**src/rtl/unshifter_seq.sv**
```systemverilog
// -----------------------------------------------------------------------------
// unshifter_seq
//
// Sequential inverse of the combinational left shifter (y = a << b). A shifted
// word and its shift amount are accepted over a valid/ready handshake. The word
// is shifted right one position per clock until the shift is undone, and the
// recovered operand is returned with an error flag. The flag is set when the
// word could not have come from a << b: either a nonzero bit was shifted out at
// the bottom, or nonzero bits remain above the OUT_W-bit result.
//
// Ports:
//   clk        rising-edge clock
//   rst        synchronous, active-high reset
//   in_valid   y and b are valid
//   in_ready   block can accept an input (IDLE and not in reset)
//   y          shifted word, IN_W bits
//   b          shift amount to undo, SH_W bits
//   out_valid  a and err are valid
//   out_ready  consumer accepts the result
//   a          recovered operand, OUT_W bits (registered)
//   err        input was not a legal a << b encoding (registered)
//   busy       high while a word is being shifted or its result is held
// -----------------------------------------------------------------------------
module unshifter_seq #(
    parameter int OUT_W = 4,
    parameter int SH_W  = 2,
    parameter int IN_W  = 7
) (
    input  logic              clk,
    input  logic              rst,
    input  logic              in_valid,
    output logic              in_ready,
    input  logic [IN_W-1:0]   y,
    input  logic [SH_W-1:0]   b,
    output logic              out_valid,
    input  logic              out_ready,
    output logic [OUT_W-1:0]  a,
    output logic              err,
    output logic              busy
);

    // The register must be wide enough to hold the largest operand shifted
    // by the largest amount, and no wider.
    if (IN_W != OUT_W + 2**SH_W - 1) begin : g_width_check
        $fatal(1, "unshifter_seq: IN_W must equal OUT_W + 2**SH_W - 1");
    end

    typedef enum logic [1:0] {
        IDLE  = 2'd0,
        SHIFT = 2'd1,
        DONE  = 2'd2
    } state_t;

    state_t              state;
    logic [IN_W-1:0]     shreg;
    logic [SH_W-1:0]     cnt;
    logic                sticky;

    // Values the shift register and sticky bit take after one more SHIFT step.
    // Needed both for the register update and for the result captured on the
    // final step, so the result is registered in the same edge it is formed.
    logic [IN_W-1:0]     shreg_nxt;
    logic                sticky_nxt;

    assign shreg_nxt  = shreg >> 1;
    assign sticky_nxt = sticky | shreg[0];

    // A word is illegal if a set bit was lost at the bottom or if any set bit
    // remains above the recovered operand once the shift is fully undone.
    function automatic logic encode_err(input logic lost, input logic [IN_W-1:0] w);
        return lost | (|w[IN_W-1:OUT_W]);
    endfunction

    assign in_ready = (state == IDLE) && !rst;
    assign busy     = (state != IDLE);

    always_ff @(posedge clk) begin
        if (rst) begin
            state     <= IDLE;
            shreg     <= '0;
            cnt       <= '0;
            sticky    <= 1'b0;
            out_valid <= 1'b0;
            a         <= '0;
            err       <= 1'b0;
        end else begin
            case (state)
                IDLE: begin
                    // in_ready is implied here since rst is low.
                    if (in_valid) begin
                        shreg  <= y;
                        cnt    <= b;
                        sticky <= 1'b0;
                        if (b == '0) begin
                            // Nothing to undo: the result is the word itself.
                            state     <= DONE;
                            out_valid <= 1'b1;
                            a         <= y[OUT_W-1:0];
                            err       <= encode_err(1'b0, y);
                        end else begin
                            state <= SHIFT;
                        end
                    end
                end

                SHIFT: begin
                    shreg  <= shreg_nxt;
                    sticky <= sticky_nxt;
                    cnt    <= cnt - SH_W'(1);
                    if (cnt == SH_W'(1)) begin
                        // Last step: capture the result from the post-shift
                        // values so it is valid on entry to DONE.
                        state     <= DONE;
                        out_valid <= 1'b1;
                        a         <= shreg_nxt[OUT_W-1:0];
                        err       <= encode_err(sticky_nxt, shreg_nxt);
                    end
                end

                DONE: begin
                    // a and err are left untouched so they stay stable under
                    // backpressure and keep their last values afterwards.
                    if (out_ready) begin
                        state     <= IDLE;
                        out_valid <= 1'b0;
                    end
                end

                default: begin
                    state     <= IDLE;
                    out_valid <= 1'b0;
                end
            endcase
        end
    end

endmodule

```
**config.mk**
```make
export PLATFORM = sky130hd
export DESIGN_NAME = unshifter_seq
export DESIGN_NICKNAME = d
export VERILOG_FILES = /design/src/rtl/unshifter_seq.sv
export SDC_FILE = /design/constraint.sdc
export NUM_CORES = 1
export LEC_CHECK = 0
export ABC_CLOCK_PERIOD_IN_PS = 2150
export CORE_MARGIN = 4
export CORE_UTILIZATION = 49
export CTS_BUF_LIST = sky130_fd_sc_hd__clkbuf_4 sky130_fd_sc_hd__clkbuf_8
export CTS_CLUSTER_SIZE = 16
export DETAILED_ROUTE_END_ITERATION = 16
export PLACE_DENSITY = 0.88
export SETUP_SLACK_MARGIN = 0.2
export SLEW_MARGIN = 20
export SYNTH_ARGS = -nofsm -noshare
export SYNTH_HDL_FRONTEND = slang
export SYNTH_SLANG_ARGS = --single-unit
```
**constraint.sdc**
```tcl
create_clock -name clk -period 2.15 [get_ports clk]
set_clock_uncertainty 0.2 [all_clocks]
set_input_delay 0.3225 -clock clk [delete_from_list [all_inputs] [get_ports clk]]
set_output_delay 0.3225 -clock clk [all_outputs]
set_load 0.01 [all_outputs]
```
==> impl_summary.md, run 1 <==
Status
The flow ran to the end, and the final reports show no timing, DRC or antenna violations.

Critical path
The endpoint of the worst register-to-register path is a[1]. The worst setup path is launched from an input port. In this run the critical register-to-register path is launched from state[0]. STA classifies the critical path endpoint as a register.

At the worst endpoint, the required time is between 2000 and 2500 ps. The cell count of the worst reg-to-reg path is 4. The most critical setup path has its endpoint at a[1]. Setup slack on the worst reg-to-reg path comes out at between 300 and 400 ps.

STA puts the critical path data arrival time at about 1900 ps. The worst setup path is of the in2reg kind. The startpoint of the most critical setup path is b[1]. In this run the worst path has a maximum fanout of 8.

Logic synthesis
For this run, asynchronously set or reset flops after synthesis account for 0%. The library cell with the highest instance count after synthesis is dfxtp_1. After Yosys synthesis, full adders, half adders and majority gates account for about 1.5% of the synthesized area.

The dominant combinational cell family by area after synthesis is simple AND/OR/NAND/NOR gates. The count of synthesis-stage warnings from yosys is 0. Synthesis produced a netlist with a net count of about 110. The biggest area contributor in the post-synthesis netlist is dfxtp_1. The number of synthesized register bits is 18. Summing the areas of all compound-gate instances in the mapped netlist gives about a fifth of the synthesized area. After Yosys synthesis, and, or, nand and nor cells account for between 20% and 30% of the synthesized area.

The netlist uses 25 different library cells. The share of the Yosys chip area taken by registers is 43.24%. Counting every instance in the synthesized netlist gives 94.

Among all flip-flop cells after synthesis, the most frequent one is dfxtp_1. The commonest cells after synthesis are 18 x dfxtp_1, 16 x nor2_1, 9 x a211oi_1, 7 x mux2i_1, 6 x nor3_1. The post-synthesis average cell area is slightly below 9 um2. The xor and xnor fraction of the mapped netlist area is 0%. The synthesized design devotes to its leading area cell type between 40% and 50% of total area. Ranked by total cell area, the synthesized netlist is headed by dfxtp_1 43%, mux2i_1 8.4%, a211oi_1 8.1%. The post-synth design cell area is 833.3 um2. Measured against the total synthesized area, the mux share comes to 8.408%. Counting flops with a built-in enable in the synthesized netlist gives 0.

Final layout
The final-layout fill cell count is 130. Of the cells placed in the final design, the portion with a size suffix greater than 1 is between 10% and 20%. The net count reported at finish is 135. The number of antenna repair diodes is 0. The synthesis-to-finish area growth is 34.38%.

Routing
The pre-antenna-repair detailed-routing pass consisted of 4 iterations. The count of routing violations after the opening detailed-route iteration is 11. The detailed router placed around 760 vias in this run. For this run, design rule violations remaining after detail routing come to 0. The post-detailed-route via-to-cell ratio is between 5 and 6.

The post-detailed-routing wire length is between 1500 and 2000 um. The routed wire length per instance is between 10 and 15 um. The post-detailed-route count of antenna-violating nets is 0.

Power
The worst IR drop on VDD is roughly 0.45 mV. The cell leakage power is 0.4617 nW. Combinational cells account for between 20 and 30% of the total power. The clock network is responsible for around a quarter of the overall power. The register share of total power is 47.6%.

The internal portion of the total power is a little under 600 uW. For this design the total switching power over the nets is 228.2 uW. Dividing total power by cell area gives a power density of 732.6 nW/um2. In this run switching power makes up about 28% of total power.

Floorplan
The initial utilization of the core area, before any placement, comes to 53.45%. The floorplan has 14 rows. The region available for standard cell placement spans between 1500 and 2000 um2. The area of the die is roughly 2400 um2.

From left edge to right edge, the die measures approximately 50 um. The height of the die is a little under 50 um. For this design the top-level I/O count stands at 21.

STA
The transition at the pin with the smallest max-transition slack is ~430 ps. Static timing analysis puts the maximum clock frequency at ~0.53 GHz. The number of hold violations in the final report came to 0. Setup violations remaining at the end of the flow were counted as 0. The number of pins with negative max-slew slack in the final report is 0.

The worst slew slack as a fraction of its limit is ~70%. Setup repair after global routing left no endpoint under its margin. The minimum clock period is approximately 1900 ps. Summed over all failing endpoints, the final setup total negative slack is 0 ps. The fraction of the cycle the final worst path needs is 87.73%. The final setup slack of the worst path is around 260 ps. The worst hold slack is about 300 ps.

CTS
The number of buffers created by CTS is 3. The clock root buffer is clkbuf_4. The total clock sinks is 18. After clock tree synthesis, the flow added hold-fix buffers numbering 0. The TritonCTS clock tree is built.

The buffer count from post-CTS setup fixing is 0. The clock transition at the registers of the reported paths is approximately 90 ps. The number of H-tree branching levels is 1. The maximum buffer depth of the clock tree is 2. At the later pin of the worst-skew pair, clock insertion delay measures 290 ps.

GRT
Entering global routing, the biggest net connects 19 pins. The number of global-route vias before repair came to 733. The leftover overflow at the end of global routing is 0.

The first global-routing pass estimated around 3300 um of wire. The global routing usage summed across all routing layers is about 18%. The initial antenna violation count is 0.

Place
At the placement stage, the worst setup path has a slack of a little over 7 ps. The final estimated routing congestion in global placement is ~0.82. The number of port buffers is 20. The total half-perimeter wirelength after legalization and detailed placement is around 1400 um.

Hold path
The cell depth of the worst hold path is 2. The min-delay analysis places its worst path in the category reg2reg.

Job
The max-capacitance violation count is 0.
how the worst min path moves through the flow:
stage                            to      start
after global placement       cnt[0]     cnt[0]
final                     out_valid  out_valid
after detailed placement     cnt[0]     cnt[0]
after CTS                 out_valid  out_valid
after global routing         cnt[1]     cnt[1]
after floorplan              cnt[0]     cnt[0]
layer usage:
metal / GRT usage [%] / vias to the layer above / share of wire, %
met5: 0 / - / 0
met4: 8.531 / 0 / 1.7
met3: 4.893 / 3 / 5.7
met2: 28.57 / 20 / 47
met1: 21.30 / 354 / 46
li1: - / 386 / -
registers in the layout, summed over array words and instances (netlist names):
name,flops
err,1
a,4
out_valid,1
shreg,7
cnt,2
sticky,1
state,2
power groups by stage:
stage               Combinational, mW  Sequential [mW]  Clock [mW]
global placement                0.226            0.397           0
finish                          0.227            0.390       0.203
CTS                             0.229            0.390       0.212
global route                    0.255            0.394       0.231
detailed placement              0.230            0.398           0
floorplan                       0.133            0.399           0
cell type report:
| class | instances | area [um2] | area share (%) |
|---|---|---|---|
| clock buffer | 4 | 36.28 | 3.240 |
| sequential | 18 | 360.3 | 32.18 |
| tap | 16 | 20.02 | 1.788 |
| inverter | 3 | 11.26 | 1.006 |
| timing repair buffer | 28 | 257.7 | 23.02 |
| multi-input combinational | 67 | 434.2 | 38.77 |
layout by cell type (no fill, tap or decap):
master / instances
or3b_2: 1
a211oi_1: 9
a2bb2oi_1: 1
a22oi_1: 1
clkbuf_8: 1
nor2b_1: 4
inv_1: 3
nor2_1: 16
a21oi_4: 1
clkdlybuf4s50_1: 18
or4b_4: 1
nor3b_1: 1
o21ai_0: 3
clkbuf_4: 3
mux2i_1: 7
o32ai_1: 2
dlygate4sd2_1: 2
ha_1: 1
nand2_1: 2
buf_4: 8
nor4_1: 1
or2_2: 1
nor3_1: 6
dfxtp_1: 18
a21oi_1: 4
a311oi_1: 1
nand2b_1: 4
cells by family after synthesis:
| group | after synthesis |
|---|---|
| buf+inv | 9 |
| mux | 7 |
| fa+ha+maj | 1 |
| simple gates | 37 |
| compound gates | 22 |
| flops | 18 |
metrics by stage:
step | power (mW) | cells | utilization [%] | area (um2)
after floorplan | 0.5326 | 94 | - | 833.3
final | 0.8204 | 136 | 71.83 | 1120
after global routing | 0.8811 | 136 | 71.83 | 1120
after detailed placement | 0.6284 | 132 | 69.66 | 1086
after global placement | 0.6226 | 132 | 69.66 | 1086
after CTS | 0.8314 | 136 | 71.83 | 1120
what timing repair did:
item	CTS	global route
setup endpoints to repair	2	0
resized for setup	2	0
hold endpoints to repair	0	0
critical path, stage by stage:
cell             delay (ps)
clkdlybuf4s50_1         420
or4b_4                  530
a21oi_4                 280
nor2_1                   80
a211oi_1                250
(Power assumes the default switching activity.)
==> run 2: changes to the inputs <==
Settings changed: SLEW_MARGIN 20 to unset.
==> results of run 2 <==
No change in the layout: final DEF, timing and power equal those of run 1.
==> run 3: changes to the inputs <==
Settings changed: SKIP_CTS_REPAIR_TIMING set to 1.
==> run 3 against run 2 <==
  * Highest routed layer unchanged
  * Fmax barely moved
  * Via count fell by 0.39%
  * Register-to-register slack barely moved
  * Clock power barely moved
  * Wire length rose by 1.4%
  * Combinational power barely moved
  * Flip-flop and latch count did not move
  * Critical path type unchanged
  * Global-route usage did not move
  * Critical path depth did not move
  * Worst setup slack got worse by 1.4 ps
==> impl_summary.md, run 3 (synthesized netlist as in run 1, its figures left out) <==
Final layout
The filler cells instantiated in the layout total ~130. The finished cells cover about 1100 um2. The register with the most flip-flops in the layout has 7 of them. Leaving out fill and tap cells, the most frequent cells in the layout are 18 x dfxtp_1, 18 x clkdlybuf4s50_1, 16 x nor2_1, 9 x a211oi_1, 8 x buf_4. shreg holds more flip-flops than any other register. In the final layout, flip-flops and latches occupy ~360 um2. The number of antenna repair diodes is 0. The synthesis-to-finish area growth is 35.29%. The net count reported at finish is around 140. The largest registers in the layout are shreg x7, a x4. The total area of multi-input combinational cells is roughly 430 um2. The post-route netlist has around an eighth of its cells at a drive strength greater than 1.

Routing
The first-pass iteration count of the detailed router is 4. The post-detailed-routing wire length is roughly 1900 um. In the routed layout, each cell is associated on average with a via count of about 5.6. The post-detailed-route count of antenna-violating nets is 0. The count of routing violations after the opening detailed-route iteration is 10. The routed layout has 760 vias. The number of design rule violations left after detail routing is 0. Dividing the detail-routed wire length by the instance count gives 13.68 um.

Job
The max-capacitance violation count is 0.

Place
At the end of routability-driven placement, the weighted congestion stood at between 0.8 and 0.9. Detailed placement finished with a half-perimeter wire length of 1374 um. After detailed placement, the total cell area comes to between 1000 and 1500 um2. The number of port buffers is 20.

CTS
Clock-pin slew was measured on the worst setup and hold paths at around 90 ps. The number of buffers created by CTS is 3. The total clock sinks is 18. TritonCTS built the clock tree. The maximum buffer depth of the clock tree is 2. Clock latency on the worst-skew pair, taken at its later pin, is 290 ps. The clock root buffer is clkbuf_4. The number of H-tree branching levels is 1.

STA
Setup violations remaining at the end of the flow were counted as 0. The fraction of the cycle the final worst path needs is between 80 and 90%. Setup repair after global routing left no endpoint under its margin. Derived from the worst setup path, the maximum achievable clock frequency is approximately 0.53 GHz. Measured against its own limit, the worst slew margin works out to between 70 and 80%. The number of pins with negative max-slew slack in the final report was 0. For the pin with the worst max-slew slack, the measured transition is roughly 430 ps.

The number of hold violations in the final report is 0. The clock period could shrink to around 1900 ps.

Hold path
In this run the worst hold path is classified as reg2reg.

Critical path
The count of buffering cells on the critical path with inverters included is 1. Walking the worst path, the cells encountered are clkdlybuf4s50_1 -> or4b_4 -> a21oi_4 -> nor2_1 -> a211oi_1. The nature of the critical path startpoint is an input port.

The largest single stage delay on the critical path is 530 ps. The worst setup path is captured at a register. In this run the worst path has a maximum fanout of 8. STA puts the critical path data required time at 2150 ps. The cell with the biggest individual delay on the critical path is or4b_4.

The path type of the worst setup path is in2reg. Among cell families on the critical path, the largest total delay comes from simple AND/OR/NAND/NOR gates. For the worst setup path, the data arrival time is around 1900 ps.

Floorplan
The core footprint is between 1500 and 2000 um2. The initialized floorplan defines 14 standard-cell rows. The area of the die is between 2000 and 2500 um2. The boundary pin count is 21. In this run the horizontal extent of the chip is about 49 um.

The starting density of the core is 53.45%. Measured along the y axis, the die boundary spans 49.24 um.

Power
In this run the power density over the cells is between 700 and 800 nW/um2. In this run the static leakage power is around 0.48 nW. The final total power is between 800 and 900 uW. The worst IR drop on VDD is 0.4605 mV.

GRT
The number of global-route vias before repair came to 733. The first-pass GRT wire length is 3332 um. The initial antenna violation count is 0. Across every metal layer, demand over resource in global routing totals around 18%.

The maximum number of pins on one net before global-route repair is 19. After global routing the overflow that remains totals 0.

Status
The flow ran to the end, and the final reports show no timing, DRC or antenna violations.
## run 3: cell count changes in the layout (fill, tap and decap cells not counted)
cell / change
dlygate4sd2_1: -2
dlymetal6s2s_1: +2
## run 3: layout make-up
class,instances,area share [%]
multi-input cells,67,38.51
inverters,3,0.9989
well taps,16,1.776
flip-flops and latches,18,31.96
repair buffers,28,23.53
clock buffers,4,3.219
## run 3: report_power, final
group          leakage (nW)  switching, mW  internal, mW
combinational         0.312          0.109         0.121
clock                0.0210         0.0993         0.103
sequential            0.148         0.0207         0.370
total                 0.482          0.229         0.595
## run 3: per-layer routing
metal	vias up	GRT usage, %	part of all wire [%]
li1	387	-	-
met1	350	21.30	45
met2	20	28.57	47
met3	3	4.893	5.7
met4	0	8.531	1.7
met5	-	0	0
## run 3: final timing paths
kind         slack (ps)  cells after the start   endpoint       from
min reg2reg         300                      2  out_valid  out_valid
max reg2reg         370                      4       a[1]   state[0]
min                 300                      2  out_valid  out_valid
max                 260                      5       a[1]       b[1]
## run 3: worst min-delay path, delay by kind of cell, from the launching register on
kind	cells	cell delay, ps
compound gates	2	130
flops	1	320
## run 3: through the flow
step | cells | TNS [ps] | setup WS [ps] | hold WS [ps] | utilization, %
6_report | 136 | 0 | 262.4 | 299.5 | 72.31
5_1_grt | 136 | 0 | 201.0 | 324.0 | 72.31
4_1_cts | 136 | -9.923 | -9.923 | 299.6 | 71.99
3_5_place_dp | 132 | 0 | 7.263 | 283.2 | 69.66
3_3_place_gp | 132 | 0 | 25.94 | 259.6 | 69.66
2_1_floorplan | 94 | 0 | 504.6 | 245.5 | -
